[config.mk]
export PLATFORM = sky130hd
export DESIGN_NAME = avr_mul_unit
export DESIGN_NICKNAME = d
export VERILOG_FILES = /design/src/rtl/avr_mul_unit.sv
export SDC_FILE = /design/constraint.sdc
export NUM_CORES = 1
export LEC_CHECK = 0
export CAP_MARGIN = 5
export CORE_ASPECT_RATIO = 0.8
export CORE_MARGIN = 4
export CORE_UTILIZATION = 55
export DETAILED_ROUTE_END_ITERATION = 8
export PLACE_DENSITY_LB_ADDON = 0.15
export SYNTH_ARGS = -nofsm -noshare
export SYNTH_HDL_FRONTEND = slang
export SYNTH_SLANG_ARGS = --single-unit
[constraint.sdc]
create_clock -name clk -period 5.1 [get_ports clk]
set_clock_uncertainty 0.05 [all_clocks]
set_input_delay 0.765 -clock clk [delete_from_list [all_inputs] [get_ports clk]]
set_output_delay 0.765 -clock clk [all_outputs]
set_load 0.02 [all_outputs]
[src/rtl/avr_mul_unit.sv]
// avr_mul_unit: multi-cycle 8x8 multiplier for AVR MUL/MULS/MULSU/FMUL with two-cycle R1:R0 write-back
//   clk, rst            clock, asynchronous active-high reset
//   start, op, opA, opB request, operation select (00 MUL, 01 MULS, 10 MULSU, 11 FMUL), Rd and Rr values
//   busy                high from the cycle after an accepted start through the final write-back cycle
//   wbEn, wbAddr, wbData register-file write port (low byte in WB_LO, high byte in WB_HI)
//   done                one-cycle pulse alongside the high-byte write
//   flagC, flagZ        carry and zero of the last completed operation
module avr_mul_unit #(
    parameter logic [4:0] LO_ADDR = 5'd0,
    parameter logic [4:0] HI_ADDR = 5'd1
) (
    input  logic       clk,
    input  logic       rst,
    input  logic       start,
    input  logic [1:0] op,
    input  logic [7:0] opA,
    input  logic [7:0] opB,
    output logic       busy,
    output logic       wbEn,
    output logic [4:0] wbAddr,
    output logic [7:0] wbData,
    output logic       done,
    output logic       flagC,
    output logic       flagZ
);
    typedef enum logic [2:0] {IDLE, MULT, FIX, WB_LO, WB_HI} state_t;

    state_t      state_q;
    logic [7:0]  a_q, b_q;
    logic [1:0]  op_q;
    logic        neg_q;
    logic [2:0]  cnt_q;
    logic [15:0] p_q;
    logic        c_q, z_q;
    logic        busy_q, wb_en_q, done_q, flag_c_q, flag_z_q;
    logic [4:0]  wb_addr_q;
    logic [7:0]  wb_data_q;

    logic        sa, sb;
    logic [7:0]  a_d, b_d;
    logic [15:0] add_d, neg_p, fix_p;

    // Operands are reduced to magnitudes at latch time so MULT only ever sees unsigned values;
    // the magnitude of 0x80 is 0x80, which is still a valid unsigned byte.
    always_comb begin
        sa    = (op == 2'b01 || op == 2'b10) && opA[7];
        sb    = (op == 2'b01) && opB[7];
        a_d   = sa ? (~opA + 8'd1) : opA;
        b_d   = sb ? (~opB + 8'd1) : opB;
        add_d = b_q[cnt_q] ? ({8'd0, a_q} << cnt_q) : 16'd0;
        neg_p = neg_q ? (~p_q + 16'd1) : p_q;
        fix_p = (op_q == 2'b11) ? {neg_p[14:0], 1'b0} : neg_p;
    end

    always_ff @(posedge clk or posedge rst) begin
        if (rst) begin
            state_q   <= IDLE;
            a_q       <= '0;
            b_q       <= '0;
            op_q      <= '0;
            neg_q     <= 1'b0;
            cnt_q     <= '0;
            p_q       <= '0;
            c_q       <= 1'b0;
            z_q       <= 1'b0;
            busy_q    <= 1'b0;
            wb_en_q   <= 1'b0;
            wb_addr_q <= '0;
            wb_data_q <= '0;
            done_q    <= 1'b0;
            flag_c_q  <= 1'b0;
            flag_z_q  <= 1'b0;
        end else begin
            wb_en_q   <= 1'b0;
            wb_addr_q <= '0;
            wb_data_q <= '0;
            done_q    <= 1'b0;
            case (state_q)
                IDLE: if (start) begin
                    a_q     <= a_d;
                    b_q     <= b_d;
                    op_q    <= op;
                    neg_q   <= sa ^ sb;
                    p_q     <= '0;
                    cnt_q   <= '0;
                    busy_q  <= 1'b1;
                    state_q <= MULT;
                end
                MULT: begin
                    p_q     <= p_q + add_d;
                    cnt_q   <= cnt_q + 3'd1;
                    state_q <= (cnt_q == 3'd7) ? FIX : MULT;
                end
                // Outputs are registered, so the low-byte write is launched here to appear in WB_LO.
                // Carry is taken after negation but before the FMUL shift; zero after the shift.
                FIX: begin
                    p_q       <= fix_p;
                    c_q       <= neg_p[15];
                    z_q       <= (fix_p == 16'd0);
                    wb_en_q   <= 1'b1;
                    wb_addr_q <= LO_ADDR;
                    wb_data_q <= fix_p[7:0];
                    state_q   <= WB_LO;
                end
                WB_LO: begin
                    wb_en_q   <= 1'b1;
                    wb_addr_q <= HI_ADDR;
                    wb_data_q <= p_q[15:8];
                    done_q    <= 1'b1;
                    flag_c_q  <= c_q;
                    flag_z_q  <= z_q;
                    state_q   <= WB_HI;
                end
                WB_HI: begin
                    busy_q  <= 1'b0;
                    state_q <= IDLE;
                end
                default: state_q <= IDLE;
            endcase
        end
    end

    assign busy   = busy_q;
    assign wbEn   = wb_en_q;
    assign wbAddr = wb_addr_q;
    assign wbData = wb_data_q;
    assign done   = done_q;
    assign flagC  = flag_c_q;
    assign flagZ  = flag_z_q;
endmodule

==> Implementation_results.wiki, run 1 <==
{| class="wikitable"
! Metric !! Value
|-
| Largest net degree at the start of global routing || 57
|-
| Detailed Routing Iterations Pass 1 || 5
|-
| Maximum capacitance violations || 0
|-
| Worst Setup Start Kind || flop
|-
| Port Buffers || 34
|-
| Met2 wire len || between 4000 and 5000 um
|-
| FP Rows || 28
|-
| Design Area, Final || about 0.0046 mm^2
|-
| Number of routed nets with antenna violations || 0
|-
| Fraction of final layout cells sized beyond drive strength 1 || between 6 and 7%
|-
| Floorplan Core Area || approximately 0.0074 mm^2
|-
| Clock net sink count || 56
|-
| Least-Margin Pin Slew || between 0.8 and 0.9 ns
|-
| Drt wl/cell || 17.01 um
|-
| Worst path required time || between 5 and 6 ns
|-
| CTS root buffer || sky130_fd_sc_hd__clkbuf_8
|-
| Critical path endpoint category || flop
|-
| Height of the chip || 86.04 um
|-
| Wl on met1 || around 5000 um
|-
| CTS resizes || 0
|-
| Wire length of the first global-routing pass || approximately 17000 um
|-
| Via count || ~3700
|-
| Total length of routed met3 wires || 670 um
|-
| CTS H-tree depth || 2
|-
| Initial antenna violation count || 0
|-
| CTS Buffer Depth || 2
|-
| Crit path DAT || roughly 3.8 ns
|-
| Per-cell via count in the routed design || roughly 6.0
|-
| Number of synthesized flops with an enable pin || 0
|-
| Final setup violation count || 0
|-
| Clock transition at the register clock pins on the worst setup and hold paths after CTS || around 0.12 ns
|-
| Number of cells produced by synthesis || 491
|-
| Crit-path max FO || 17
|-
| Effective utilization at floorplan || between 50% and 60%
|-
| Via count of the first global-routing pass || about 3600
|-
| Max Freq || between 200 and 300 MHz
|-
| Per-instance average area after synthesis || between 8 and 9 um^2
|-
| Highest Signal Layer || met4
|-
| Instance area after placement || about 0.0045 mm^2
|-
| Count of antenna diodes in the layout || 0
|-
| Slew Limit Fails || 0
|-
| Worst hold path class || flop to flop
|-
| Final wirelength || 10430 um
|-
| # Post-CTS Setup Buffers || 0
|-
| Result of the run || complete, no violations
|-
| Critical path start-end classification || flop to flop
|-
| Clock latency of the later-clocked register in the worst-skew pair || 0.32 ns
|-
| RSZ-0062 raised after global routing || no
|-
| Peak ir drop on the vdd network || ~270 uV
|-
| Number of buffers inserted during clock tree synthesis || 5
|-
| Final standard cell count with taps included and fillers excluded || between 600 and 700
|-
| Power density cells || slightly above 700 mW/mm^2
|-
| Overall power of the completed layout || between 3 and 4 mW
|-
| CTS tree || yes
|-
| Share of flip-flops with an asynchronous set or reset after synthesis || 100.0%
|-
| Post-Synthesis Cell Area || between 0.004 and 0.005 mm^2
|-
| Synth Flop Type || sky130_fd_sc_hd__dfrtp_1
|-
| Total global routing track utilization || 23.89%
|-
| Core utilization of the finished layout || a little over three fifths
|-
| Die X || about 110 um
|-
| Min cycle time layout || 3.634 ns
|-
| Placed Instances || about 610
|-
| Final global-route overflow total || 0
|-
| Register area share after synthesis || 33.47%
|-
| Top Ports || 39
|-
| Distinct cell type count after synthesis || 63
|-
| Aggregate negative setup slack || 0 ns
|-
| HPWL after detailed placement || 7716 um
|-
| Final Hold Viols || 0
|-
| Register bit count reported by yosys || 56
|-
| Die area || just over 0.009 mm^2
|-
| Share of the clock period used by the worst path after layout || a little over 70%
|-
| DRC violation count after routing || 0
|-
| Leakage || between 2 and 2.5 nW
|-
| Net count of the finished layout || between 500 and 600
|-
| Layout-stage area growth over the synthesis result || 10.91%
|-
| Slew Limit Headroom || about 46%
|-
| Routability Congestion || approximately 0.94
|-
| Cts hold-fix bufs || 0
|-
| Initial detailed-routing violation count || 253
|-
| Synth warn || 0
|}
[layer usage]
layer	GRT usage [%]	vias up
li1	-	1779
met1	33.79	1732
met2	38.60	131
met3	3.236	24
met4	6.941	0
met5	0	-
[synth_stat cells, types with 4 or more instances]
cell type / count / area, um^2
sky130_fd_sc_hd__o31ai_1: 9 / 67.56
sky130_fd_sc_hd__mux2_2: 9 / 101.4
sky130_fd_sc_hd__clkbuf_1: 19 / 71.32
sky130_fd_sc_hd__ha_1: 21 / 262.8
sky130_fd_sc_hd__and2_1: 7 / 43.79
sky130_fd_sc_hd__nor2_1: 64 / 240.2
sky130_fd_sc_hd__nor2b_1: 6 / 37.54
sky130_fd_sc_hd__a21oi_1: 45 / 225.2
sky130_fd_sc_hd__nand3_1: 8 / 40.04
sky130_fd_sc_hd__a211oi_1: 7 / 52.55
sky130_fd_sc_hd__a21o_1: 7 / 52.55
sky130_fd_sc_hd__buf_4: 6 / 45.04
sky130_fd_sc_hd__nor3_1: 10 / 50.05
sky130_fd_sc_hd__or3_1: 7 / 43.79
sky130_fd_sc_hd__or4_1: 4 / 30.03
sky130_fd_sc_hd__nand2_1: 38 / 142.6
sky130_fd_sc_hd__xor2_1: 15 / 131.4
sky130_fd_sc_hd__mux2i_1: 8 / 80.08
sky130_fd_sc_hd__inv_1: 21 / 78.83
sky130_fd_sc_hd__nand2b_1: 8 / 50.05
sky130_fd_sc_hd__o21ai_0: 26 / 130.1
sky130_fd_sc_hd__nand4_1: 4 / 25.02
sky130_fd_sc_hd__a221o_1: 6 / 60.06
sky130_fd_sc_hd__xnor2_1: 20 / 175.2
sky130_fd_sc_hd__dfrtp_1: 56 / 1401
[cell families (layout without fill, tap and decap cells)]
logic type | after synthesis | in the layout | share of synthesized area, %
simple gates | 177 | 177 | 20.77
xor+xnor | 35 | 35 | 7.322
fa+ha+maj | 22 | 22 | 6.754
buf+inv | 51 | 65 | 5.678
other cells | 1 | 4 | 0.08957
compound gates | 130 | 130 | 20.50
mux | 19 | 19 | 5.410
flops | 56 | 56 | 33.47
[layout make-up]
type | instances | area [um^2]
Clock inverter | 2 | 38.79
Clock buffer | 6 | 72.57
Sequential cell | 56 | 1401
Fill cell | 634 | 2749
Tap cell | 105 | 131.4
Multi-Input combinational cell | 387 | 2565
Timing Repair Buffer | 36 | 355.3
Inverter | 21 | 78.83
[per-stage QoR]
stage          hold WS [ns]  setup WS [ns]
2_1_floorplan        0.3935          1.811
3_3_place_gp         0.4127          1.661
3_5_place_dp         0.4280          1.558
4_1_cts              0.4531          1.491
5_1_grt              0.4953          1.167
6_report             0.4557          1.466
[critical path: stages (launching register included)]
cell	delay [ns]
sky130_fd_sc_hd__dfrtp_1	0.74
sky130_fd_sc_hd__mux4_2	0.60
sky130_fd_sc_hd__nand2_1	0.18
sky130_fd_sc_hd__and2_1	0.27
sky130_fd_sc_hd__a211oi_1	0.08
sky130_fd_sc_hd__ha_1	0.38
sky130_fd_sc_hd__a21o_1	0.22
sky130_fd_sc_hd__a21oi_1	0.20
sky130_fd_sc_hd__inv_1	0.06
sky130_fd_sc_hd__a221oi_1	0.33
sky130_fd_sc_hd__xnor2_1	0.10
sky130_fd_sc_hd__a221o_1	0.31
[layout by cell type, fill, tap and decap left out, drive strengths merged, types with 9 or more instances in the layout]
master         netlist  layout
nor2                64      64
dfrtp               56      56
a21oi               45      45
nand2               39      39
clkdlybuf4s50        0      34
o21ai               26      26
inv                 21      22
ha                  21      21
xnor2               20      20
xor2                15      15
nor3                10      10
o31ai               10      10
mux2                 9       9
[sequential cells by signal (all words and copies together) (netlist names)]
name,flops
flagZ,1
a_q,8
done,1
z_q,1
p_q,16
neg_q,1
flagC,1
op_q,2
b_q,8
wbEn,1
state_q,3
c_q,1
busy,1
wbData,8
cnt_q,3
[power breakdown]
group	switching (mW)	internal [mW]	leakage [nW]
Sequential	0.290	0.627	0.694
Combinational	1.16	0.899	1.27
Clock	0.158	0.149	0.0558
Total	1.61	1.67	2.02
[final timing paths]
check / from / endpoint / slack, ns / cells past startpoint
min: c_q / c_q / 0.46 / 2
max reg2reg: cnt_q[0] / p_q[9] / 1.47 / 11
max in group asynchronous: rst / p_q[10] / 3.63 / 3
max: cnt_q[0] / p_q[9] / 1.47 / 11
min reg2reg: c_q / c_q / 0.46 / 2
min in group asynchronous: rst / flagZ / 0.90 / 3
Note: power is estimated with default switching activity, not from simulation.
==> run 2, diff against run 1 <==
- CORE_UTILIZATION: 55 -> 53
- clock period: 5.1 -> 3.1 ns (I/O delays scaled with it)
==> run 2 against run 1 <==
Net effect:
- non-clock buffer count rose by 20
- sequential power grew 50%
- sequential share of layout area shrank 1.3 points
- wire length decreased by 2.0%
- critical path depth is the same
- setup slack lost 1.3 ns
- first-iteration DRC count shrank 15%
- clock power up 61%
- hold slack lost 0.027 ns
- maximum frequency up 22%
- critical endpoint unchanged
- largest cell class unchanged
- highest routed layer unchanged
==> Implementation_results.wiki, run 2 (same netlist as run 1, synthesis figures left out) <==
{| class="wikitable"
! Metric !! Value
|-
| Least-Margin Pin Slew || 0.7550 ns (was 0.8040 ns)
|-
| Per-cell via count in the routed design || 5.907 (was 5.980)
|-
| Global-route track usage on met3 || 3.929% (was 3.236%)
|-
| Cts hold-fix bufs || 0 (unchanged)
|-
| Via count of the first global-routing pass || 3509 (was 3565)
|-
| Worst reg2reg path endpoint || p_q[9] (unchanged)
|-
| Met1 track demand over resource || 34.52% (was 33.79%)
|-
| Final standard cell count with taps included and fillers excluded || 633 (was 613)
|-
| Worst hold path class || input pin to async pin (was flop to flop)
|-
| Worst path required time || 3.26 ns (was 5.25 ns)
|-
| Critical register-to-register path startpoint || cnt_q[0] (unchanged)
|-
| Peak ir drop on the vdd network || 623.0 uV (was 272.3 uV)
|-
| Top Ports || 39 (unchanged)
|-
| Crit path DAT || 3.13 ns (was 3.79 ns)
|-
| Most common cell after layout, fill and taps aside || sky130_fd_sc_hd__nor2_1 (unchanged)
|-
| CTS Buffer Depth || 2 (unchanged)
|-
| Effective utilization at floorplan || 55.58% (was 56.64%)
|-
| Met2 Use GR || 34.13% (was 38.60%)
|-
| Max Freq || 337.0 MHz (was 275.2 MHz)
|-
| Drt wl/cell || 16.15 um (was 17.01 um)
|-
| Count of antenna diodes in the layout || 0 (unchanged)
|-
| Placed Instances || 623 (was 605)
|-
| Critical path start-end classification || flop to flop (unchanged)
|-
| Wire length of the first global-routing pass || 17200 um (was 17420 um)
|-
| Power density cells || 1187 mW/mm^2 (was 706.6 mW/mm^2)
|-
| DRC violation count after routing || 0 (unchanged)
|-
| Min cycle time layout || 2.967 ns (was 3.634 ns)
|-
| Origin of the worst setup path || cnt_q[0] (unchanged)
|-
| Capture point of the critical path || p_q[9] (unchanged)
|-
| Final setup violation count || 0 (unchanged)
|-
| Final wirelength || 10220 um (was 10430 um)
|-
| Height of the chip || 87.50 um (was 86.04 um)
|-
| CTS H-tree depth || 2 (unchanged)
|-
| Layout-stage area growth over the synthesis result || 16.05% (was 10.91%)
|-
| RSZ-0062 raised after global routing || yes (was no)
|-
| Via count || 3739 (was 3666)
|-
| Busiest layer in global routing || met1 (was met2)
|-
| Critical path endpoint category || flop (unchanged)
|-
| Worst Setup Start Kind || flop (unchanged)
|-
| Clock net sink count || 56 (unchanged)
|-
| Maximum capacitance violations || 0 (unchanged)
|-
| Most used cells in the layout excluding fill and tap cells || sky130_fd_sc_hd__nor2_1 (64), sky130_fd_sc_hd__dfrtp_1 (55), sky130_fd_sc_hd__a21oi_1 (42), sky130_fd_sc_hd__nand2_1 (35), sky130_fd_sc_hd__clkdlybuf4s50_1 (34) (was sky130_fd_sc_hd__nor2_1 (64), sky130_fd_sc_hd__dfrtp_1 (56), sky130_fd_sc_hd__a21oi_1 (45), sky130_fd_sc_hd__nand2_1 (38), sky130_fd_sc_hd__clkdlybuf4s50_1 (34))
|-
| Slack of the worst reg-to-reg path || 0.13 ns (was 1.47 ns)
|-
| Clock transition at the register clock pins on the worst setup and hold paths after CTS || 0.11 ns (was 0.12 ns)
|-
| Share of the clock period used by the worst path after layout || 95.72% (was 71.26%)
|-
| Largest register FFs || 16 (unchanged)
|-
| Core utilization of the finished layout || 64.50% (was 62.81%)
|-
| Number of inserted filler cells in the final layout || 658 (was 634)
|-
| Routability Congestion || 0.9271 (was 0.9404)
|-
| Slew Limit Fails || 0 (unchanged)
|-
| Floorplan Core Area || 0.007532 mm^2 (was 0.007392 mm^2)
|-
| Number of buffers inserted during clock tree synthesis || 5 (unchanged)
|-
| Initial detailed-routing violation count || 214 (was 253)
|-
| Final global-route overflow total || 0 (unchanged)
|-
| Detailed Routing Iterations Pass 1 || 5 (unchanged)
|-
| Total global routing track utilization || 22.93% (was 23.89%)
|-
| Final Hold Viols || 0 (unchanged)
|-
| Result of the run || complete, no violations (unchanged)
|-
| R2r worst-path depth || 11 (unchanged)
|-
| Number of routed nets with antenna violations || 0 (unchanged)
|-
| CTS root buffer || sky130_fd_sc_hd__clkbuf_8 (unchanged)
|-
| Net count of the finished layout || 570 (was 550)
|-
| Crit-path max FO || 5 (was 17)
|-
| FP Rows || 28 (unchanged)
|-
| Die X || 107.4 um (was 105.5 um)
|-
| Die area || 0.009394 mm^2 (was 0.009081 mm^2)
|-
| Initial antenna violation count || 0 (unchanged)
|-
| Largest net degree at the start of global routing || 36 (was 57)
|-
| Clock latency of the later-clocked register in the worst-skew pair || 0.32 ns (about the same)
|-
| CTS tree || yes (unchanged)
|-
| Port Buffers || 34 (unchanged)
|-
| Leakage || 2.139 nW (was 2.020 nW)
|-
| HPWL after detailed placement || 7872 um (was 7716 um)
|-
| Largest register by flop count || p_q (unchanged)
|-
| Slew Limit Headroom || 49.48% (was 46.20%)
|-
| Fraction of final layout cells sized beyond drive strength 1 || 13.26% (was 6.693%)
|}
run 2: cell types whose count changed in the layout (fill, tap and decap cells not counted), moves of 2 or more:
| cell | delta |
|---|---|
| sky130_fd_sc_hd__a21oi_1 | -3 |
| sky130_fd_sc_hd__a21oi_2 | +3 |
| sky130_fd_sc_hd__buf_4 | +19 |
| sky130_fd_sc_hd__nand2_1 | -3 |
| sky130_fd_sc_hd__nand2_2 | +2 |
| sky130_fd_sc_hd__nor2b_1 | -2 |
| sky130_fd_sc_hd__nor2b_2 | +2 |
| sky130_fd_sc_hd__o21ai_0 | -2 |
| sky130_fd_sc_hd__o21ai_1 | +2 |
run 2: where the power goes:
part	internal, mW	switching [mW]	total [mW]	leakage (nW)
clock network	0.245	0.248	0.493	0.0558
logic	1.75	2.14	3.89	1.39
registers	1.04	0.345	1.38	0.693
run 2: cell type report:
type | instances | area (um^2) | area share [%]
clock buffers | 6 | 72.57 | 1.494
clock inverters | 2 | 38.79 | 0.7984
inverters | 21 | 78.83 | 1.622
multi-input cells | 387 | 2625 | 54.03
flip-flops and latches | 56 | 1403 | 28.87
well taps | 105 | 131.4 | 2.704
repair buffers | 56 | 509.2 | 10.48
run 2: critical path, cell delays in order, from the launching register on:
cell                       delay, ns
sky130_fd_sc_hd__dfrtp_2        0.45
sky130_fd_sc_hd__mux4_2         0.37
sky130_fd_sc_hd__nand2_4        0.07
sky130_fd_sc_hd__or3_1          0.40
sky130_fd_sc_hd__inv_1          0.07
sky130_fd_sc_hd__ha_1           0.22
sky130_fd_sc_hd__a21oi_1        0.19
sky130_fd_sc_hd__nand4b_1       0.20
sky130_fd_sc_hd__nand2_2        0.12
sky130_fd_sc_hd__a221oi_2       0.25
sky130_fd_sc_hd__xnor2_1        0.14
sky130_fd_sc_hd__a221o_1        0.33
run 2: worst min-delay path by stage:
stage,depth (start not counted),endpoint,startpoint,slack [ns]
after floorplan,2,c_q,c_q,0.39
after global placement,2,c_q,c_q,0.41
after detailed placement,2,c_q,c_q,0.42
after CTS,2,op_q[1],rst,0.45
after global routing,2,op_q[1],rst,0.48
final,2,op_q[1],rst,0.43
run 2: through the flow:
step	power, mW	setup TNS (ns)	hold WS [ns]	cell area, um^2	setup WS [ns]
floorplan	4.109	0	0.3935	4209	0.02876
global placement	4.943	0	0.4118	4673	0.05599
detailed placement	5.036	0	0.4206	4673	0.03259
CTS	5.555	0	0.4478	4788	0.002961
global route	6.249	-0.09712	0.4799	4858	-0.06470
finish	5.766	0	0.4286	4858	0.1325
run 2: timing repair:
action	in CTS	in global routing
buffers inserted	0	2
pin swaps	0	6
gates cloned	0	0
setup endpoints to repair	1	10
endpoints found under the hold margin	0	0
gates resized for setup	1	18
run 2: routing by layer:
metal | up-vias | routed length [um] | share of wire (%)
met2 | 135 | 4342 | 42
met3 | 17 | 695 | 6.8
met4 | 0 | 151 | 1.5
met1 | 1769 | 5031 | 49
li1 | 1818 | - | -
met5 | - | 0 | 0
